==> src/rtl/display_scanner.sv <==
// ---------------------------------------------------------------------------
// display_scanner
//
// Time-multiplexing scan controller for an 8-digit seven-segment display.
// Each digit owns one slot of CLK_DIV cycles. A slot opens with BLANK_CYCLES
// cycles of all anodes off, which suppresses ghosting while the digit index
// and segment data settle. The rest of the slot drives one active-low anode.
// Disabled digits (digit_mask bit = 0) are skipped entirely. The display word
// is captured once per frame, so a frame never mixes nibbles of two words.
//
// Parameters:
//   CLK_DIV      - clock cycles per digit slot (blank + show), > BLANK_CYCLES
//   BLANK_CYCLES - all-anodes-off cycles at the start of each slot, >= 1
//
// Ports:
//   clk         in   1   system clock, rising edge
//   rst         in   1   synchronous active-high reset
//   en          in   1   scan enable; low blanks the display
//   data_in     in  32   display word, nibble k = digit k
//   digit_mask  in   8   bit k = 1 enables digit k
//   num         out  3   current digit index (nibble selector NUM)
//   an          out  8   anode enables, active-low, one-hot-low while showing
//   data_out    out 32   frame-latched display word (nibble selector DATA)
//   frame_start out  1   one-cycle pulse in the cycle data_out is (re)latched
// ---------------------------------------------------------------------------
module display_scanner #(
  parameter int CLK_DIV      = 100000,
  parameter int BLANK_CYCLES = 1000
) (
  input  logic        clk,
  input  logic        rst,
  input  logic        en,
  input  logic [31:0] data_in,
  input  logic [7:0]  digit_mask,
  output logic [2:0]  num,
  output logic [7:0]  an,
  output logic [31:0] data_out,
  output logic        frame_start
);

  // One counter spans the whole slot: BLANK uses 0..BLANK_CYCLES-1 and SHOW
  // continues from BLANK_CYCLES up to CLK_DIV-1.
  localparam int                CNT_W      = (CLK_DIV > 2) ? $clog2(CLK_DIV) : 1;
  localparam logic [CNT_W-1:0]  LAST_CNT   = CNT_W'(CLK_DIV - 1);
  localparam logic [CNT_W-1:0]  BLANK_LAST = CNT_W'(BLANK_CYCLES - 1);
  localparam logic [7:0]        AN_OFF     = 8'hFF;

  typedef enum logic [1:0] {
    IDLE  = 2'd0,
    BLANK = 2'd1,
    SHOW  = 2'd2
  } state_t;

  state_t           r_state;
  logic [CNT_W-1:0] r_cnt;
  logic [2:0]       r_num;
  logic [7:0]       r_an;
  logic [31:0]      r_data;
  logic             r_fs;

  logic [2:0]       w_first_num;
  logic [2:0]       w_next_num;
  logic             w_wrap;
  logic             w_mask_any;

  // Lowest enabled digit; used when a fresh frame starts from IDLE.
  function automatic logic [2:0] lowest_digit(input logic [7:0] mask);
    logic [2:0] res;
    res = 3'd0;
    for (int k = 7; k >= 0; k--) begin
      if (mask[k]) res = 3'(k);
    end
    return res;
  endfunction

  // First enabled digit after cur, searching cur+1 .. cur+8 modulo 8.
  // The final step (k = 8) lands on cur itself, so a single enabled digit
  // reselects itself.
  function automatic logic [2:0] next_digit(input logic [2:0] cur,
                                            input logic [7:0] mask);
    logic [2:0] idx;
    logic [2:0] res;
    logic       found;
    res   = cur;
    found = 1'b0;
    for (int k = 1; k <= 8; k++) begin
      idx = cur + 3'(k);
      if (!found && mask[idx]) begin
        res   = idx;
        found = 1'b1;
      end
    end
    return res;
  endfunction

  // Active-low one-hot anode pattern for digit n.
  function automatic logic [7:0] anode_for(input logic [2:0] n);
    return ~(8'b1 << n);
  endfunction

  assign w_mask_any  = |digit_mask;
  assign w_first_num = lowest_digit(digit_mask);
  assign w_next_num  = next_digit(r_num, digit_mask);
  // Moving to an index at or below the current one means the scan wrapped
  // past digit 7, i.e. a new frame begins (self-reselect counts as a wrap).
  assign w_wrap      = (w_next_num <= r_num);

  always_ff @(posedge clk) begin
    if (rst) begin
      r_state <= IDLE;
      r_cnt   <= '0;
      r_num   <= 3'd0;
      r_an    <= AN_OFF;
      r_data  <= 32'd0;
      r_fs    <= 1'b0;
    end else begin
      r_fs <= 1'b0;
      if (!en) begin
        // Blank immediately; num and data_out keep their values so a
        // re-enable is the only thing that changes them.
        r_state <= IDLE;
        r_an    <= AN_OFF;
      end else begin
        case (r_state)
          IDLE: begin
            r_an <= AN_OFF;
            if (w_mask_any) begin
              r_num   <= w_first_num;
              r_data  <= data_in;
              r_fs    <= 1'b1;
              r_state <= BLANK;
              r_cnt   <= '0;
            end
          end

          BLANK: begin
            r_cnt <= r_cnt + CNT_W'(1);
            if (r_cnt == BLANK_LAST) begin
              r_state <= SHOW;
              r_an    <= anode_for(r_num);
            end else begin
              r_an    <= AN_OFF;
            end
          end

          SHOW: begin
            if (r_cnt == LAST_CNT) begin
              // Slot end: the only point where digit_mask is consulted.
              r_an <= AN_OFF;
              if (!w_mask_any) begin
                r_state <= IDLE;
              end else begin
                r_num   <= w_next_num;
                r_state <= BLANK;
                r_cnt   <= '0;
                if (w_wrap) begin
                  r_data <= data_in;
                  r_fs   <= 1'b1;
                end
              end
            end else begin
              r_cnt <= r_cnt + CNT_W'(1);
            end
          end

          default: begin
            r_state <= IDLE;
            r_an    <= AN_OFF;
          end
        endcase
      end
    end
  end

  assign num         = r_num;
  assign an          = r_an;
  assign data_out    = r_data;
  assign frame_start = r_fs;

endmodule

==> config.mk <==
export PLATFORM = sky130hd
export DESIGN_NAME = display_scanner
export DESIGN_NICKNAME = d
export VERILOG_FILES = /design/src/rtl/display_scanner.sv
export SDC_FILE = /design/constraint.sdc
export NUM_CORES = 1
export LEC_CHECK = 0
export BUFFER_PORTS_ARGS = -buffer_cell sky130_fd_sc_hd__buf_2
export CAP_MARGIN = 30
export CELL_PAD_IN_SITES_DETAIL_PLACEMENT = 1
export CELL_PAD_IN_SITES_GLOBAL_PLACEMENT = 1
export CORE_MARGIN = 3
export CORE_UTILIZATION = 36
export CTS_CLUSTER_DIAMETER = 40
export CTS_CLUSTER_SIZE = 10
export DETAILED_ROUTE_END_ITERATION = 7
export GPL_TIMING_DRIVEN = 0
export PLACE_DENSITY = 0.87
export SLEW_MARGIN = 20
export SYNTH_ARGS = -nofsm -noshare
export SYNTH_HDL_FRONTEND = slang
export SYNTH_SLANG_ARGS = --single-unit
==> constraint.sdc <==
create_clock -name clk -period 4.3 [get_ports clk]
set_input_delay 0.215 -clock clk [delete_from_list [all_inputs] [get_ports clk]]
set_output_delay 0.215 -clock clk [all_outputs]
set_load 0.02 [all_outputs]
==> impl_metrics.py <==
metrics = {
    "setup_path": {
        "crit_required_ns": 4.52,
        "cp_max_fo": 6,
        "end_kind": "flip-flop",
        "worstPathArrival_ns": 4.66,
        "cp-start-kind": "flip-flop",
        "critPathKind": "flip-flop to flip-flop",
    },
    "clock_network": {
        "clock_latency_ns": 0.35,
        "cts_tree": "built",
        "htreeDepth": 3,
        "cts.sinks": 63,
        "ctsHoldBuffers": 0,
        "cts_inserted_buffers": 9,
        "clk_pin_slew_ns": 0.08,
        "root_buffer": "clkbuf_8",
        "clk_path_buf_depth": 2,
    },
    "yosys": {
        "synth-main-ff-cell": "dfxtp_1",
        "synth_area_per_cell_um2": 8.82,
        "synth_top_area_frac": 0.337,
        "synth_area_um2": 3740,
        "yosys_register_bits": 63,
        "synth_edf_count": 0,
        "yosysSeqAreaShare": 0.337,
        "syn_inst": 424,
        "synth_area_leader_cell": "dfxtp_1",
        "syn_nets": 484,
        "yosys_warnings": 0,
        "synth-async-reset-ratio": 0,
        "synth.area.top_cells": "dfxtp_1 (34%), mux2i_1 (9.9%), nor2_1 (7.0%)",
        "ys_types": 65,
    },
    "placement": {
        "dp_slack_ns": -0.468,
        "port_buffers": 85,
        "dpl.cell_count": 642,
        "place.gp.congestion": 0.892,
        "place_hpwl_mm": 8.51,
    },
    "floorplanning": {
        "io_pins": 87,
        "core_area_um2": 9950,
        "start_util": 0.376,
        "die_w_um": 108,
        "fp-row-count": 36,
        "die_h_um": 108,
        "die_area_um2": 11600,
    },
    "power": {
        "power_leakage_nw": 2.16,
        "p_switching_mw": 0.569,
        "p_clk_frac": 0.316,
        "swShare": 0.338,
        "p_seq_frac": 0.370,
        "powerDensity_nw_per_um2": 334,
        "p_int_mw": 1.11,
        "p_comb_frac": 0.315,
        "ir_drop_v": 0.000193,
    },
    "sta": {
        "fin_crit_ns": 4.45,
        "finalSetupViolations": 29,
        "finalHoldViolations": 0,
        "final.setup_skew_ns": 0.00964,
        "drv_slew": 0,
        "timing.final.ws_setup_ns": -0.146,
        "worst_pin_slew_ns": 0.770,
        "slew_headroom": 0.482,
        "rsz0062_at_grt": "true",
        "fin_crit_sh": 1.03,
        "max_clock_freq_ghz": 0.225,
    },
    "global_route": {
        "grt_max_degree": 13,
        "grt-ovfl-total": 0,
        "use_met3": 0.0378,
        "met1_usage": 0.253,
        "grt_pass1_vias": 3950,
        "grt_pass1_wl_mm": 20.3,
        "met2_usage": 0.407,
        "track_usage": 0.220,
        "antenna_found_initial": 0,
        "gr-max-usage-layer": "met2",
    },
    "detailed_routing": {
        "drt-initial-drc-count": 397,
        "wire_per_inst_um": 22.4,
        "first_pass_iters": 5,
        "antenna_left": 0,
        "drc": 0,
        "via_count": 3997,
        "drt_wl_total_mm": 15.5,
        "viasPerCell": 5.80,
    },
    "layout": {
        "multiInputGateArea_um2": 2460,
        "final_cell_mix": "buf_2 (87), nor2_1 (70), dfxtp_1 (60)",
        "syn_to_final_growth_pct": 34.9,
        "nets": 611,
        "drive_gt1_frac": 0.336,
        "layout.cells.most_common": "buf_2",
        "num_antenna_cells": 0,
        "fillers": 1183,
        "seq_area_um2": 1270,
        "stdcell_count": 689,
    },
    "flow_run": {
        "drv_cap": 0,
    },
    "status": {
        "outcome": "complete, but fails checks",
        "violations": "negative setup slack",
    },
    "worst_hold_path": {
        "hp-class": "input port to flip-flop",
    },
}
==> flip-flops by register name, summed over array words and instances (netlist names) <==
signal / cells
r_state: 2
num: 3
data_out: 32
frame_start: 1
an: 8
r_cnt: 17
==> synthesized netlist by cell type, types with 3 or more instances <==
cell type,instances
mux2_2,3
a21o_1,4
clkbuf_1,9
mux2i_1,37
inv_1,14
nand3b_1,9
nor4_1,4
nor2b_1,7
nand3_1,9
a21oi_1,26
o21ai_0,8
dfxtp_1,63
and2_1,4
nor3_1,11
o2bb2ai_1,3
mux2i_2,3
ha_1,17
a31oi_1,6
nor2_1,70
nand2_1,26
buf_2,4
o21ai_1,17
mux4_2,7
buf_6,4
o22ai_1,6
and3_1,5
==> worst max-delay path: stages, from the launching register on <==
cell and delay, ns:
dfxtp_4 0.36, buf_12 0.11, clkinvlp_4 0.11, ha_4 0.33
mux4_2 0.59, buf_6 0.16, mux2i_4 0.20, nor2b_4 0.21
nor3_1 0.05, o21ai_1 0.16, o2bb2ai_1 0.17, o21ai_1 0.11
ha_1 0.33, a21o_1 0.18, a21oi_2 0.21, a31oi_4 0.07
a21boi_4 0.27, buf_6 0.17, clkbuf_16 0.15, mux2i_1 0.26
nor2_1 0.10
==> cell families after synthesis <==
logic type | after synthesis | share of synthesized area
AO/OA/AOI/OAI | 95 | 0.168
XOR/XNOR | 4 | 0.00937
adder cells (fa/ha/maj) | 17 | 0.0569
buffers and inverters | 33 | 0.0435
flip-flops | 63 | 0.337
multiplexers | 53 | 0.177
AND/OR/NAND/NOR | 159 | 0.208
==> per-stage QoR <==
stage	total power, mW	hold slack [ns]	cell area [um^2]	TNS (ns)	util
floorplan	0.878	0.362	3740	0	-
global placement	0.963	0.441	4330	-10.10	0.435
detailed placement	0.980	0.467	4330	-12.65	0.435
CTS	1.54	0.0974	4780	0	0.480
global route	1.74	0.120	5040	-4.78	0.507
finish	1.68	0.113	5040	-1.09	0.507
==> layer usage <==
layer | vias up | wire, um
met4 | 0 | 622
met3 | 57 | 852
met5 | - | 0
met2 | 193 | 8120
met1 | 1963 | 5860
li1 | 1784 | -
==> final timing paths <==
check | startpoint | cells after the start | slack (ns) | to
min | data_in[13] | 3 | 0.11 | data_out[13]
max | num[0] | 20 | -0.15 | data_out[28]
max reg2reg | num[0] | 20 | -0.15 | data_out[28]
min reg2reg | data_out[13] | 2 | 0.50 | data_out[13]
==> final cells by class <==
type	instances	area share
repair buffers	117	0.146
multi-input cells	328	0.489
clock inverters	7	0.0144
plain buffers	18	0.0288
well taps	133	0.0330
flip-flops and latches	63	0.252
inverters	14	0.0127
clock buffers	9	0.0246
==> timing repair <==
| action | CTS | global route |
|---|---|---|
| endpoints found under the hold margin | 0 | 0 |
| buffers inserted | 15 | 14 |
| pin swaps | 2 | 7 |
| resized for setup | 25 | 25 |
| cloned | 1 | 2 |
| setup endpoints to repair | 32 | 32 |
==> power by group through the flow <==
stage	sequential, mW	clock, mW	combinational [mW]
floorplan	0.658	0	0.220
global placement	0.632	0	0.332
detailed placement	0.634	0	0.346
CTS	0.619	0.523	0.402
global route	0.624	0.559	0.556
finish	0.622	0.531	0.529
Note: power is estimated with default switching activity, not from simulation.
